File: src/rtl/in_pcm_pkg.sv
// Shared widths, law encodings, expansion constants and order-checker states.
package in_pcm_pkg;

    localparam int unsigned PCM_W = 8;
    localparam int unsigned SE_W  = 15;
    localparam int unsigned SL_W  = 14;
    localparam int unsigned D_W   = 16;

    localparam logic LAW_U = 1'b0;
    localparam logic LAW_A = 1'b1;

    localparam int unsigned      ULAW_BIAS = 33;
    localparam logic [PCM_W-1:0] ALAW_XOR  = 8'h55;

    typedef enum logic {
        ST_IDLE     = 1'b0,
        ST_IN_FRAME = 1'b1
    } ord_state_e;

endpackage

File: src/rtl/in_pcm_expand.sv
// Combinational G.711 log-PCM to 14-bit linear expansion (G.726 EXPAND).
module in_pcm_expand
    import in_pcm_pkg::*;
(
    input  logic [PCM_W-1:0] s,
    input  logic             law,
    output logic [SL_W-1:0]  sl
);

    logic [PCM_W-1:0] t;
    logic [2:0]       ex;
    logic [3:0]       mant;
    logic [SL_W-1:0]  mag;
    logic             neg;

    // Decode segment/mantissa and apply the per-law magnitude rule and sign.
    always_comb begin
        t    = (law == LAW_A) ? (s ^ ALAW_XOR) : ~s;
        ex   = t[6:4];
        mant = t[3:0];
        if (law == LAW_A) begin
            // A-law: sign bit set means positive; doubled to the 14-bit scale,
            // so segment>0 collapses to (2m+33) << seg.
            neg = ~t[7];
            if (ex == 3'd0) begin
                mag = SL_W'({mant, 1'b1}) << 1;
            end else begin
                mag = (SL_W'({mant, 1'b0}) + SL_W'(ULAW_BIAS)) << ex;
            end
        end else begin
            neg = t[7];
            mag = ((SL_W'({mant, 1'b0}) + SL_W'(ULAW_BIAS)) << ex) - SL_W'(ULAW_BIAS);
        end
        sl = neg ? (-mag) : mag;
    end

endmodule

File: src/rtl/in_pcm_mc.sv
// Multi-channel input PCM converter: 3-stage stall pipeline (capture, EXPAND, SUBTA)
// with per-channel law selection and frame channel-order checking.
module in_pcm_mc
    import in_pcm_pkg::*;
#(
    parameter int unsigned NUM_CH = 32,
    parameter int unsigned CH_W   = $clog2(NUM_CH)
) (
    input  logic              clk,
    input  logic              reset,
    input  logic              in_valid,
    output logic              in_ready,
    input  logic [PCM_W-1:0]  in_s,
    input  logic [SE_W-1:0]   in_se,
    input  logic [CH_W-1:0]   in_ch,
    input  logic              in_fs,
    input  logic [NUM_CH-1:0] law_cfg,
    output logic              out_valid,
    input  logic              out_ready,
    output logic [D_W-1:0]    out_d,
    output logic [CH_W-1:0]   out_ch,
    output logic              out_fs,
    output logic              seq_err,
    output logic [15:0]       err_cnt
);

    // Stage 1: captured sample
    logic             v1_q, v1_d;
    logic [PCM_W-1:0] s1_s_q, s1_s_d;
    logic [SE_W-1:0]  s1_se_q, s1_se_d;
    logic [CH_W-1:0]  s1_ch_q, s1_ch_d;
    logic             s1_fs_q, s1_fs_d;
    logic             s1_law_q, s1_law_d;
    // Stage 2: expanded sample
    logic             v2_q, v2_d;
    logic [SL_W-1:0]  s2_sl_q, s2_sl_d;
    logic [SE_W-1:0]  s2_se_q, s2_se_d;
    logic [CH_W-1:0]  s2_ch_q, s2_ch_d;
    logic             s2_fs_q, s2_fs_d;
    // Stage 3: difference signal
    logic             v3_q, v3_d;
    logic [D_W-1:0]   d3_q, d3_d;
    logic [CH_W-1:0]  ch3_q, ch3_d;
    logic             fs3_q, fs3_d;
    // Order checker
    ord_state_e       state_q, state_d;
    logic [CH_W-1:0]  exp_ch_q, exp_ch_d;
    logic             seq_err_q, seq_err_d;
    logic [15:0]      err_cnt_q, err_cnt_d;

    logic            en1, en2, en3, acc, err;
    logic [SL_W-1:0] sl_c;

    // A stage may load when it is empty or the stage after it is moving.
    assign en3      = !v3_q || out_ready;
    assign en2      = !v2_q || en3;
    assign en1      = !v1_q || en2;
    assign in_ready = en1 && !reset;
    assign acc      = in_valid && in_ready;

    in_pcm_expand u_expand (
        .s   (s1_s_q),
        .law (s1_law_q),
        .sl  (sl_c)
    );

    // Pipeline next-state: hold unless the stage is enabled.
    always_comb begin
        v1_d = v1_q; s1_s_d = s1_s_q; s1_se_d = s1_se_q;
        s1_ch_d = s1_ch_q; s1_fs_d = s1_fs_q; s1_law_d = s1_law_q;
        v2_d = v2_q; s2_sl_d = s2_sl_q; s2_se_d = s2_se_q;
        s2_ch_d = s2_ch_q; s2_fs_d = s2_fs_q;
        v3_d = v3_q; d3_d = d3_q; ch3_d = ch3_q; fs3_d = fs3_q;
        if (en1) begin
            v1_d = acc;
            if (acc) begin
                s1_s_d   = in_s;
                s1_se_d  = in_se;
                s1_ch_d  = in_ch;
                s1_fs_d  = in_fs;
                s1_law_d = law_cfg[in_ch];
            end
        end
        if (en2) begin
            v2_d = v1_q;
            if (v1_q) begin
                s2_sl_d = sl_c;
                s2_se_d = s1_se_q;
                s2_ch_d = s1_ch_q;
                s2_fs_d = s1_fs_q;
            end
        end
        if (en3) begin
            v3_d = v2_q;
            if (v2_q) begin
                d3_d  = {{(D_W-SL_W){s2_sl_q[SL_W-1]}}, s2_sl_q}
                      - {{(D_W-SE_W){s2_se_q[SE_W-1]}}, s2_se_q};
                ch3_d = s2_ch_q;
                fs3_d = s2_fs_q;
            end
        end
    end

    // Channel-order checker evaluated on each accepted sample.
    always_comb begin
        state_d   = state_q;
        exp_ch_d  = exp_ch_q;
        err_cnt_d = err_cnt_q;
        err       = 1'b0;
        if (acc) begin
            if (state_q == ST_IDLE) begin
                if (in_fs && (in_ch == '0)) begin
                    state_d  = ST_IN_FRAME;
                    exp_ch_d = CH_W'(1);
                end else begin
                    err = 1'b1;
                end
            end else if (in_fs) begin
                err      = (exp_ch_q != '0);
                exp_ch_d = CH_W'(1);
            end else if ((exp_ch_q == '0) || (in_ch != exp_ch_q)) begin
                err      = 1'b1;
                state_d  = ST_IDLE;
                exp_ch_d = '0;
            end else if (exp_ch_q == CH_W'(NUM_CH - 1)) begin
                exp_ch_d = '0;
            end else begin
                exp_ch_d = exp_ch_q + CH_W'(1);
            end
        end
        if (err && (err_cnt_q != 16'hFFFF)) begin
            err_cnt_d = err_cnt_q + 16'd1;
        end
        seq_err_d = err;
    end

    // State registers with synchronous reset.
    always_ff @(posedge clk) begin
        if (reset) begin
            v1_q <= 1'b0; s1_s_q <= '0; s1_se_q <= '0; s1_ch_q <= '0;
            s1_fs_q <= 1'b0; s1_law_q <= LAW_U;
            v2_q <= 1'b0; s2_sl_q <= '0; s2_se_q <= '0; s2_ch_q <= '0; s2_fs_q <= 1'b0;
            v3_q <= 1'b0; d3_q <= '0; ch3_q <= '0; fs3_q <= 1'b0;
            state_q <= ST_IDLE; exp_ch_q <= '0; seq_err_q <= 1'b0; err_cnt_q <= '0;
        end else begin
            v1_q <= v1_d; s1_s_q <= s1_s_d; s1_se_q <= s1_se_d; s1_ch_q <= s1_ch_d;
            s1_fs_q <= s1_fs_d; s1_law_q <= s1_law_d;
            v2_q <= v2_d; s2_sl_q <= s2_sl_d; s2_se_q <= s2_se_d; s2_ch_q <= s2_ch_d;
            s2_fs_q <= s2_fs_d;
            v3_q <= v3_d; d3_q <= d3_d; ch3_q <= ch3_d; fs3_q <= fs3_d;
            state_q <= state_d; exp_ch_q <= exp_ch_d; seq_err_q <= seq_err_d;
            err_cnt_q <= err_cnt_d;
        end
    end

    assign out_valid = v3_q;
    assign out_d     = d3_q;
    assign out_ch    = ch3_q;
    assign out_fs    = fs3_q;
    assign seq_err   = seq_err_q;
    assign err_cnt   = err_cnt_q;

endmodule

File: config.mk
export PLATFORM = sky130hd
export DESIGN_NAME = in_pcm_mc
export DESIGN_NICKNAME = d
export VERILOG_FILES = /design/src/rtl/in_pcm_pkg.sv /design/src/rtl/in_pcm_expand.sv /design/src/rtl/in_pcm_mc.sv
export SDC_FILE = /design/constraint.sdc
export NUM_CORES = 1
export LEC_CHECK = 0
export CORE_MARGIN = 2
export CORE_UTILIZATION = 50
export DETAILED_ROUTE_END_ITERATION = 10
export PLACE_DENSITY = 0.75
export SLEW_MARGIN = 20
export SYNTH_ARGS = -nofsm -noshare
export SYNTH_HDL_FRONTEND = slang
export SYNTH_HIERARCHICAL = 1
export SYNTH_SLANG_ARGS = --single-unit
File: constraint.sdc
create_clock -name clk -period 3.3 [get_ports clk]
set_input_delay 0.495 -clock clk [delete_from_list [all_inputs] [get_ports clk]]
set_output_delay 0.495 -clock clk [all_outputs]
set_load 0.02 [all_outputs]
# After elaboration in Yosys (flattened, before gate mapping)
# Index checks and enable logic that the tools add are counted.
# op_classes
shifts,1
n_bitwise,3
add_sub_neg,6
n_lt_le_gt_ge,1
n_reduce_logical,21
n_mux,21
mul,0
div,0
eq_ne,3
# op_table
cell,n
two-way mux 14 bit,3
two-way mux 5 bit,5
"adder 16 x 1 -> 16 bit, second input constant",1
"inequality test 16 bit, second input constant",1
subtractor 14 x 15 -> 16 bit,1
negator 14 bit,1
left shift 14 x 3 -> 14 bit,1
"subtractor 14 x 6 -> 14 bit, second input constant",1
two-way mux 1 bit,11
zero test 5 bit,2
two-way mux 8 bit,1
NOT 8 bit,1
AND reduction 2 bit,4
"adder 5 x 6 -> 7 bit, second input constant",1
"less-than comparator 5 x 6 -> 1 bit, second input constant",1
"adder 5 x 1 -> 5 bit, second input constant",1
binary-select mux 1 bit (select 5 bit),1
"equality test 5 bit, second input constant",1
inequality test 5 bit,1
nonzero test 5 bit,1
logical AND 1 bit,4
zero test 1 bit,4
logical OR 1 bit,4
NOT 4 bit,1
3 further kinds,3
# word_totals
inputBits,65
n_memories,0
wordCells,75
regBits,113
romBits,0
output_inout_bits,41
mem_bits_rw,0
latch_bits,0

# Logic depth before layout (Yosys ltp)
# Gate-level depths: netlist of the first run.
# logic_depth
word_depth,8
mapped_depth,14

# By module
# The synthesis of the first run kept the hierarchy.
# modules_own_cells
module,area_per_inst_um2,n_inst,cells_each,seq_area_each_um2
in_pcm_mc,5376.4,1,662,2262.2
in_pcm_expand,1313.8,1,178,0.0

# Least setup slack after synthesis of the first run
# Ideal clock, no wire load.
# synth_timing
kind,flip-flop to flip-flop
startpoint,reg s1_s_q[6]
endpoint,reg s2_sl_q[9]
synth_period_minus_slack_ns,2.929
t_arrival_ns,2.796
path_slack_ns,0.371
n_path_buf,3
stages_incl_launch_ff,14
cell_sequence,dfxtp_1 buf_2 clkbuf_1 clkbuf_1 nand3_1 ha_1 nor2b_1 o31a_1 nor4_1 and4_4 a31oi_4 xnor2_1 nand2_1 a21oi_1
# synth_between
elab_chain_len,7
# synth_rtl
item,line,rtl
"start, declared",in_pcm_mc.sv:29,"logic [PCM_W-1:0] s1_s_q, s1_s_d;"
"start signal, assigned",in_pcm_mc.sv:146,v1_q <= v1_d; s1_s_q <= s1_s_d; s1_se_q <= s1_se_d; s1_ch_q <= s1_ch_d;
NOT 8 bit or NOT 4 bit (tied branches),-,
two-way mux 8 bit *,in_pcm_expand.sv:18,t = (law == LAW_A) ? (s ^ ALAW_XOR) : ~s;
left shift 14 x 3 -> 14 bit or zero test 3 bit (tied branches),"in_pcm_expand.sv:28, in_pcm_expand.sv:32, in_pcm_expand.sv:25",
subtractor 14 x 6 -> 14 bit or two-way mux 14 bit (tied branches),"in_pcm_expand.sv:32, in_pcm_expand.sv:25",
two-way mux 14 bit *,in_pcm_expand.sv:21,if (law == LAW_A) begin
negator 14 bit,in_pcm_expand.sv:34,sl = neg ? (-mag) : mag;
two-way mux 14 bit *,in_pcm_expand.sv:34,
net sl_c[9],in_pcm_mc.sv:52,logic [SL_W-1:0] sl_c;
"end signal, assigned",in_pcm_mc.sv:148,v2_q <= v2_d; s2_sl_q <= s2_sl_d; s2_se_q <= s2_se_d; s2_ch_q <= s2_ch_d;
"end, declared",in_pcm_mc.sv:36,"logic [SL_W-1:0] s2_sl_q, s2_sl_d;"
# Mark *: on every way through the listed nets, which the timed path passes. The rest lies on a longest branch.
# A chain may end at the register's enable or synchronous reset.

# Worst setup path after layout of the first run
# layout_timing
startpoint,reg s1_law_q
endpoint,reg s2_sl_q[12]
# layout_between
elab_chain_len,7
# layout_rtl
item,line,rtl
"start, declared",in_pcm_mc.sv:33,"logic s1_law_q, s1_law_d;"
"start signal, assigned",in_pcm_mc.sv:147,s1_fs_q <= s1_fs_d; s1_law_q <= s1_law_d;
two-way mux 8 bit,in_pcm_expand.sv:18,
adder 5 x 6 -> 7 bit,"in_pcm_expand.sv:28, in_pcm_expand.sv:32",
left shift 14 x 3 -> 14 bit,"in_pcm_expand.sv:28, in_pcm_expand.sv:32",
subtractor 14 x 6 -> 14 bit or two-way mux 14 bit (tied branches),"in_pcm_expand.sv:32, in_pcm_expand.sv:25",
two-way mux 14 bit,in_pcm_expand.sv:21,
negator 14 bit,in_pcm_expand.sv:34,
two-way mux 14 bit *,in_pcm_expand.sv:34,
net sl_c[12],in_pcm_mc.sv:52,
# Marked as above.

==> results of run 1 <==
==> tightest hold or removal path: stages (launching register included) <==
cell	delay (ns)
dfxtp_1	0.30
nand2_1	0.05
a21oi_1	0.05
==> layout make-up <==
class                      count  share of cell area, %
clock inverter                11                   1.33
sequential                   113                   26.6
timing repair buffer         133                   14.8
tap                          176                   2.59
clock buffer                  20                   5.50
multi-input combinational    641                   47.7
inverter                      32                   1.41
==> synthesized netlist by cell type, types with 5 or more instances <==
master and number:
o21a_1 6, xnor2_1 10, nor3b_1 6, o211ai_1 12, ha_1 22, a22oi_1 5
o311ai_0 6, o21ai_0 51, o31ai_1 6, nand2b_1 12, xor2_1 14, a21oi_1 70
nor3_1 16, and3_1 10, a211oi_1 6, nand2_1 184, nand3_1 24, mux4_2 8
nor2_1 32, a31oi_1 6, nand4_1 5, buf_2 12, and2_1 5, inv_1 30
dfxtp_1 113, nor2b_1 20, clkbuf_1 32
==> power breakdown <==
group	internal [mW]	switching, mW
Clock	1.15	0.618
Sequential	1.44	0.0603
Combinational	0.415	0.500
Total	3.00	1.18
==> routing by layer <==
metal / share of wire (%) / vias up / track usage [%]
met2: 44 / 197 / 36.0
li1: - / 3179 / -
met3: 5.2 / 23 / 4.94
met5: 0 / - / 0
met1: 50 / 2882 / 35.6
met4: 1.5 / 0 / 7.79
==> placed cells by master (no fill, tap or decap), types with 6 or more instances in the layout <==
cell type        netlist  layout
a211oi_1               6       6
a21oi_1               70      70
a31oi_1                6       6
and3_1                10      10
buf_4                  2      28
clkbuf_16              0      17
clkdlybuf4s50_1        0     104
clkinv_2               0       6
dfxtp_1              113     113
ha_1                  22      22
inv_1                 30      30
mux4_2                 8       8
nand2_1              184     184
nand2b_1              12      12
nand3_1               24      24
nor2_1                32      32
nor2b_1               20      20
nor3_1                16      16
nor3b_1                6       6
o211ai_1              12      12
o21a_1                 6       6
o21ai_0               51      51
o311ai_0               6       6
o31ai_1                6       6
xnor2_1               10      10
xor2_1                14      14
==> worst paths after layout <==
check	to	slack [ns]	cells past startpoint
setup / recovery	s2_sl_q[12]	0.34	12
hold / removal	s2_ch_q[1]	0.45	2
setup reg to reg	s2_sl_q[12]	0.34	12
hold reg to reg	s2_ch_q[1]	0.45	2
==> kinds of logic (layout without fill, tap and decap cells) <==
kind of cell	count (synthesis)	count (layout)	synth area share (%)
multiplexers	19	19	4.53
adder cells (fa/ha/maj)	23	23	4.41
flip-flops	113	113	33.8
XOR/XNOR	28	28	4.11
buffers and inverters	86	196	5.61
AO/OA/AOI/OAI	223	223	22.6
AND/OR/NAND/NOR	348	348	24.9
==> stage by stage <==
step	instances	power [mW]	area, µm²
final	1126	4.18	8490
after detailed placement	1095	2.43	7910
after global routing	1126	4.38	8490
after CTS	1126	4.20	8490
after floorplan	840	2.14	6690
after global placement	1095	2.43	7910
==> sequential cells by signal (all words and copies together), names as in the netlist <==
signal / cells
s2_se_q: 15
s1_se_q: 15
v2_q: 1
out_d: 16
state_q: 1
s2_sl_q: 14
s1_law_q: 1
s2_fs_q: 1
exp_ch_q: 5
seq_err: 1
s1_s_q: 8
s1_ch_q: 5
err_cnt: 16
out_ch: 5
v1_q: 1
s2_ch_q: 5
out_fs: 1
s1_fs_q: 1
out_valid: 1
==> impl_metrics.yaml, run 1 <==
yosys:
  yosysWarnings: 6
  synth_seq_cells: 113
  synth_ff_type: "dfxtp_1"
  syn-cell-area_mm2: 0.00669
  syn_avg_cell_area_um2: 7.96
  synth_top_area_share_pct: 33.8
  ys_types: 86
  synth_area_leaders: "dfxtp_1 (34%), nand2_1 (10%), a21oi_1 (5.2%)"
  synthArstFlopShare_pct: 0
  yosysSeqAreaShare_pct: 33.8
  synth_edf_count: 0
  yosysTopAreaCell: "dfxtp_1"
  syn-num-nets: 928
  syn_inst: 840
clock_network:
  post_cts_buffers: 0
  numCtsBuffers: 17
  ctsResizeCount: 0
  cts-htree-levels: 4
  clock-sinks: 113
  clock-root-buffer: "clkbuf_16"
  insertion_delay_ns: 0.41
  cts_max_path_buffers: 2
  cts.clk_slew.worst_paths_ns: 0.05
  cts_hold_buf: 0
  tritoncts: "done"
cells_and_area:
  area_growth_pct: 26.9
  finalCoreUtilization_pct: 64.6
  insertedDiodeCount: 0
  seqCellArea_mm2: 0.00226
  fill_cells: 1146
  drive_above_1_share_pct: 11.2
  fin_nets: 1026
  multi_input_area_mm2: 0.00405
global_route:
  grt_start_max_net_pins: 54
  globalRouteOverflowTotal: 0
  antenna_found_initial: 0
  grt_pass1_wl_um: 28300
  track_usage_pct: 24.4
  grt_pass1_vias: 5641
floorplanning:
  die_w_um: 120
  core_mm2: 0.0131
  io_pins: 106
  die_h_um: 120
  die_area_mm2: 0.0143
  num_rows: 42
  start_util_pct: 50.9
worst_setup_path:
  crit_type: "reg -> reg"
  worstPathMaxFanout: 9
  regToRegStartpoint: "s1_law_q"
  critical_path_buf_inv_count: 1
  critPathMaxStageDelay_ns: 0.53
  cp_top_family: "simple AND/OR/NAND/NOR gates"
  crit_path_cell_trace: "xor2_1 -> nand3_1 -> ha_1 -> mux2i_1 -> inv_1 -> ha_1 -> and3_1 -> and4_1 -> a41oi_1 -> xor2_1 -> nand2_1 -> a21oi_1"
  setup.worst_path.start: "s1_law_q"
  slowest_stage: "dfxtp_1"
  required_ns: 3.64
  cp.arrival_ns: 3.30
  end_kind: "flop"
  worstSetupStartpointType: "flop"
sta:
  period_share_pct: 89.6
  setup-tns-final_ns: 0
  slew_headroom_pct: 39.8
  min_period_ns: 2.96
  rsz0062_at_grt: "no"
  finalSetupViolCount: 0
  hold_violations: 0
  hold_ws_ns: 0.449
  fin_skew_ns: 0.00782
  setup_ws_ns: 0.343
  tightest_slew_ns: 0.899
  slew_viol_final: 0
  fmax_ghz: 0.338
placed_design:
  io_buffer_count: 105
  hpwl_um: 12500
  gp_congestion: 0.990
  pre_cts_ws_ns: 0.407
detailed_routing:
  drtIter0Drc: 566
  first_pass_iters: 5
  routedWlPerCell_um: 15.3
  wl_um: 17200
  via_per_inst: 5.58
  vias: 6281
  postRouteAntennaNets: 0
  route.detailed.drc: 0
power_and_ir_drop:
  power_density_mw_per_mm2: 493
  ir_worst_vdd_mv: 0.376
  power.leakage_nw: 3.08
job:
  drv_cap: 0
run_status:
  status: "complete, no violations"
min_path:
  hp-start: "s1_ch_q[1]"
  hp-class: "reg -> reg"
Note: power is estimated with default switching activity, not from simulation.
==> run 2, diff against run 1 <==
CORE_ASPECT_RATIO = 1.25   (was not set)
==> run 2 against run 1 <==
Effect of this change:
- sequential power about the same
- sequential share of layout area about the same
- design area about the same
- clock power is essentially flat
- critical path type unchanged
- largest power group unchanged
- highest routed layer unchanged
==> impl_metrics.yaml, run 2 (synthesis results as in run 1) <==
clock_network:
  tritoncts: "done"
  cts_max_path_buffers: 2
  cts-htree-levels: 4
  numCtsBuffers: 17
  ctsResizeCount: 0
  clock-sinks: 113
  post_cts_buffers: 0
  insertion_delay_ns: 0.41
  cts_hold_buf: 0
  cts.clk_slew.worst_paths_ns: 0.05
  clock-root-buffer: "clkbuf_16"
sta:
  finalSetupViolCount: 0
  fmax_ghz: 0.347
  slew_viol_final: 0
  period_share_pct: 87.2
  tightest_slew_ns: 0.877
  setup-tns-final_ns: 0
  hold_violations: 0
  setup_ws_ns: 0.421
  slew_headroom_pct: 41.2
  min_period_ns: 2.88
  fin_skew_ns: 0.00905
  rsz0062_at_grt: "no"
min_path:
  hp-start: "s1_se_q[2]"
  hold_depth: 2
  hp-class: "reg -> reg"
  min_to: "s2_se_q[2]"
cells_and_area:
  final_cell_mix: "nand2_1 (184), dfxtp_1 (113), clkdlybuf4s50_1 (104)"
  drive_above_1_share_pct: 10.7
  fill_cells: 1160
  insertedDiodeCount: 0
  area_growth_pct: 26.9
  finalCoreUtilization_pct: 64.5
  fin_nets: 1023
  seqCellArea_mm2: 0.00226
  multi_input_area_mm2: 0.00405
  final_common_cell: "nand2_1"
worst_setup_path:
  worstSetupStartpointType: "flop"
  reg2reg_to: "s2_sl_q[12]"
  required_ns: 3.55
  worstRegToRegCells: 11
  rrSetupSlack_ns: 0.42
  cp.arrival_ns: 3.13
  worstPathMaxFanout: 5
  regToRegStartpoint: "s1_law_q"
  crit_type: "reg -> reg"
  end_kind: "flop"
detailed_routing:
  drtIter0Drc: 281
  via_per_inst: 5.62
  postRouteAntennaNets: 0
  routedWlPerCell_um: 14.7
  vias: 6281
  first_pass_iters: 5
  wl_um: 16400
  route.detailed.drc: 0
placed_design:
  pre_cts_ws_ns: 0.489
  io_buffer_count: 105
  hpwl_um: 11800
  gp_congestion: 0.990
floorplanning:
  die_w_um: 107
  start_util_pct: 50.8
  io_pins: 106
  core_mm2: 0.0132
  die_h_um: 133
  num_rows: 47
  die_area_mm2: 0.0143
global_route:
  track_usage_pct: 23.6
  grt_pass1_wl_um: 27800
  grt_start_max_net_pins: 71
  globalRouteOverflowTotal: 0
  grt_pass1_vias: 5940
  antenna_found_initial: 0
power_and_ir_drop:
  power_density_mw_per_mm2: 492
  power.leakage_nw: 3.07
  power_mw: 4.18
  ir_worst_vdd_mv: 0.341
run_status:
  status: "complete, no violations"
job:
  drv_cap: 0
-- run 2: changes by cell type in the layout (fill, tap and decap cells not counted) --
cell / change
clkbuf_8: -1
buf_12: +3
buf_4: -6
clkinvlp_4: -1
clkinv_2: -2
clkbuf_1: +1
clkinv_4: +2
-- run 2: worst max path at each step --
stage              start  cells past startpoint           to
6_report        s1_law_q                     11  s2_sl_q[12]
5_1_grt         s1_law_q                     11  s2_sl_q[12]
4_1_cts        s1_s_q[5]                     11  s2_sl_q[12]
3_5_place_dp   s1_s_q[5]                     11  s2_sl_q[12]
3_3_place_gp   s1_s_q[4]                     11  s2_sl_q[12]
2_1_floorplan  s1_s_q[6]                     13   s2_sl_q[9]
-- run 2: worst max-delay path, cell delays in order, from the launching register on --
cell     delay, ns
dfxtp_1       0.35
buf_4         0.17
xnor2_2       0.28
mux2i_1       0.39
o21ai_0       0.16
o31ai_1       0.39
nand2_1       0.16
xnor2_2       0.34
a41oi_1       0.19
xor2_1        0.17
nand2_1       0.07
a21oi_1       0.06
-- run 2: cell type report --
| type | instances | share of cell area, % |
|---|---|---|
| multi-input cells | 641 | 47.7 |
| clock inverters | 10 | 1.33 |
| flip-flops and latches | 113 | 26.6 |
| well taps | 171 | 2.52 |
| inverters | 32 | 1.41 |
| repair buffers | 130 | 15.0 |
| clock buffers | 20 | 5.38 |
-- run 2: per-stage QoR --
| step | cells | area (µm²) | hold slack [ns] |
|---|---|---|---|
| after floorplan | 840 | 6690 | 0.432 |
| after global placement | 1087 | 7920 | 0.439 |
| after detailed placement | 1087 | 7920 | 0.445 |
| after CTS | 1117 | 8490 | 0.452 |
| after global routing | 1117 | 8490 | 0.473 |
| final | 1117 | 8490 | 0.450 |
-- run 2: power breakdown --
group | internal (mW) | switching (mW) | total (mW)
combinational | 0.416 | 0.495 | 0.911
sequential | 1.43 | 0.0563 | 1.49
clock | 1.14 | 0.638 | 1.78
-- run 2: per-layer routing --
metal	vias to the layer above	share of wire (%)	GRT usage [%]	routed length (µm)
met2	159	49	38.6	7980
met1	2929	46	31.4	7540
met5	-	0	0	0
met4	0	1.3	7.55	217
met3	20	4.3	4.35	700
li1	3173	-	-	-
==> run 3, diff against run 2 <==
CORE_MARGIN = not set   (was 2)
==> run 3 against run 2 <==
Effect of this change:
- clock skew grew 0.0029 ns
- critical endpoint is now s2_sl_q[9]
- first-iteration DRC count rose by 17%
- utilization increased by 1.3 points
- sequential power hardly changed
- register-to-register slack got worse by 0.10 ns
==> impl_metrics.yaml, run 3 (synthesis results as in run 1) <==
placed_design:
  gp_congestion: 0.898
  hpwl_um: 11800
  io_buffer_count: 105
clock_network:
  cts.clk_slew.worst_paths_ns: 0.05
  post_cts_buffers: 0
  insertion_delay_ns: 0.41
  clock-sinks: 113
  tritoncts: "done"
  numCtsBuffers: 17
  cts_hold_buf: 0
  cts-htree-levels: 4
  cts_max_path_buffers: 2
  ctsResizeCount: 0
  clock-root-buffer: "clkbuf_16"
cells_and_area:
  area_growth_pct: 26.7
  drive_above_1_share_pct: 11.0
  final_common_cell: "nand2_1"
  fin_nets: 1025
  final_cell_mix: "nand2_1 (184), dfxtp_1 (113), clkdlybuf4s50_1 (104)"
  insertedDiodeCount: 0
sta:
  fin_skew_ns: 0.0120
  period_share_pct: 90.4
  fmax_ghz: 0.335
  slew_viol_final: 0
  slew_headroom_pct: 40.6
  rsz0062_at_grt: "no"
  hold_violations: 0
  min_period_ns: 2.98
  setup-tns-final_ns: 0
  finalSetupViolCount: 0
  tightest_slew_ns: 0.886
power_and_ir_drop:
  sw_frac_of_total_pct: 28.0
  power.leakage_nw: 3.07
  pwr-share-clk_pct: 42.5
  pwr-share-comb_pct: 21.8
  ir_worst_vdd_mv: 0.383
  internal-power_mw: 3.01
  power_density_mw_per_mm2: 494
  pwr-share-seq_pct: 35.7
  netSwitchingPower_mw: 1.17
  power_mw: 4.19
detailed_routing:
  routedWlPerCell_um: 14.8
  wl_um: 16500
  drtIter0Drc: 330
  via_per_inst: 5.62
  vias: 6272
  postRouteAntennaNets: 0
  route.detailed.drc: 0
  first_pass_iters: 5
global_route:
  use_met1_pct: 31.1
  grt_use_met3_pct: 5.85
  globalRouteOverflowTotal: 0
  grt_start_max_net_pins: 56
  grt_busiest_layer: "met2"
  antenna_found_initial: 0
  grt_pass1_vias: 5874
  use_met2_pct: 40.1
  track_usage_pct: 24.7
  grt_pass1_wl_um: 27600
worst_setup_path:
  rrSetupSlack_ns: 0.32
  cp.arrival_ns: 3.32
  endpoint: "s2_sl_q[9]"
  crit_type: "reg -> reg"
  end_kind: "flop"
  worstSetupStartpointType: "flop"
  worstPathMaxFanout: 11
  required_ns: 3.64
  setup.worst_path.start: "s1_s_q[5]"
  regToRegStartpoint: "s1_s_q[5]"
  reg2reg_to: "s2_sl_q[9]"
  worstRegToRegCells: 12
floorplanning:
  io_pins: 106
  die_h_um: 131
  start_util_pct: 51.9
  die_area_mm2: 0.0138
  die_w_um: 105
  num_rows: 46
  core_mm2: 0.0129
job:
  drv_cap: 0
min_path:
  hp-class: "reg -> reg"
run_status:
  status: "complete, no violations"
==> run 3: cell count changes in the layout (fill, tap and decap cells not counted) <==
cell and change:
and2_1 -1, and2_2 +1, buf_12 -3, buf_4 +5
clkbuf_1 +1, clkbuf_8 +1, clkinv_2 -1
==> run 3: worst min path at each step <==
stage,from,end,cells past startpoint
6_report,out_d[5],out_d[5],2
5_1_grt,out_d[4],out_d[4],2
4_1_cts,out_d[5],out_d[5],2
3_5_place_dp,out_d[5],out_d[5],2
3_3_place_gp,s1_ch_q[4],s2_ch_q[4],2
2_1_floorplan,s1_ch_q[0],s2_ch_q[0],2
==> run 3: cell type report <==
cell class / count / area, µm²
clock buffers: 22 / 474
clock inverters: 9 / 108
fillers: 1141 / 4410
inverters: 32 / 120
multi-input cells: 641 / 4060
flip-flops and latches: 113 / 2260
well taps: 168 / 210
repair buffers: 132 / 1250
==> run 3: power by group through the flow <==
| stage | Sequential, mW | Combinational [mW] | Clock [mW] |
|---|---|---|---|
| after detailed placement | 1.52 | 0.900 | 0 |
| after global routing | 1.50 | 1.01 | 1.87 |
| after global placement | 1.52 | 0.896 | 0 |
| after CTS | 1.49 | 0.909 | 1.81 |
| final | 1.49 | 0.913 | 1.78 |
| after floorplan | 1.52 | 0.619 | 0 |
==> run 3: stage by stage <==
stage               area, µm²  worst slack [ns]  util [%]  hold slack (ns)  cells
finish                   8480             0.317      65.8            0.448   1117
detailed placement       7900             0.364      61.2            0.444   1086
floorplan                6690             0.371         -            0.432    840
CTS                      8480             0.337      65.8            0.451   1117
global placement         7900             0.450      61.2            0.440   1086
global route             8480            0.0631      65.8            0.460   1117
==> run 3: critical path, cell delays in order, from the launching register on <==
cell     delay (ns)
dfxtp_1        0.49
xor2_1         0.18
buf_4          0.19
nand3_1        0.12
ha_1           0.29
nor2b_1        0.14
o31a_1         0.33
nor4_1         0.37
and4_4         0.30
a31oi_4        0.11
xnor2_1        0.17
nand2_1        0.07
a21oi_1        0.14
==> run 3: metal layers <==
| metal | wire [µm] | share of wire (%) |
|---|---|---|
| met1 | 7410 | 45 |
| met2 | 7850 | 48 |
| met3 | 747 | 4.5 |
| met4 | 482 | 2.9 |
| met5 | 0 | 0 |
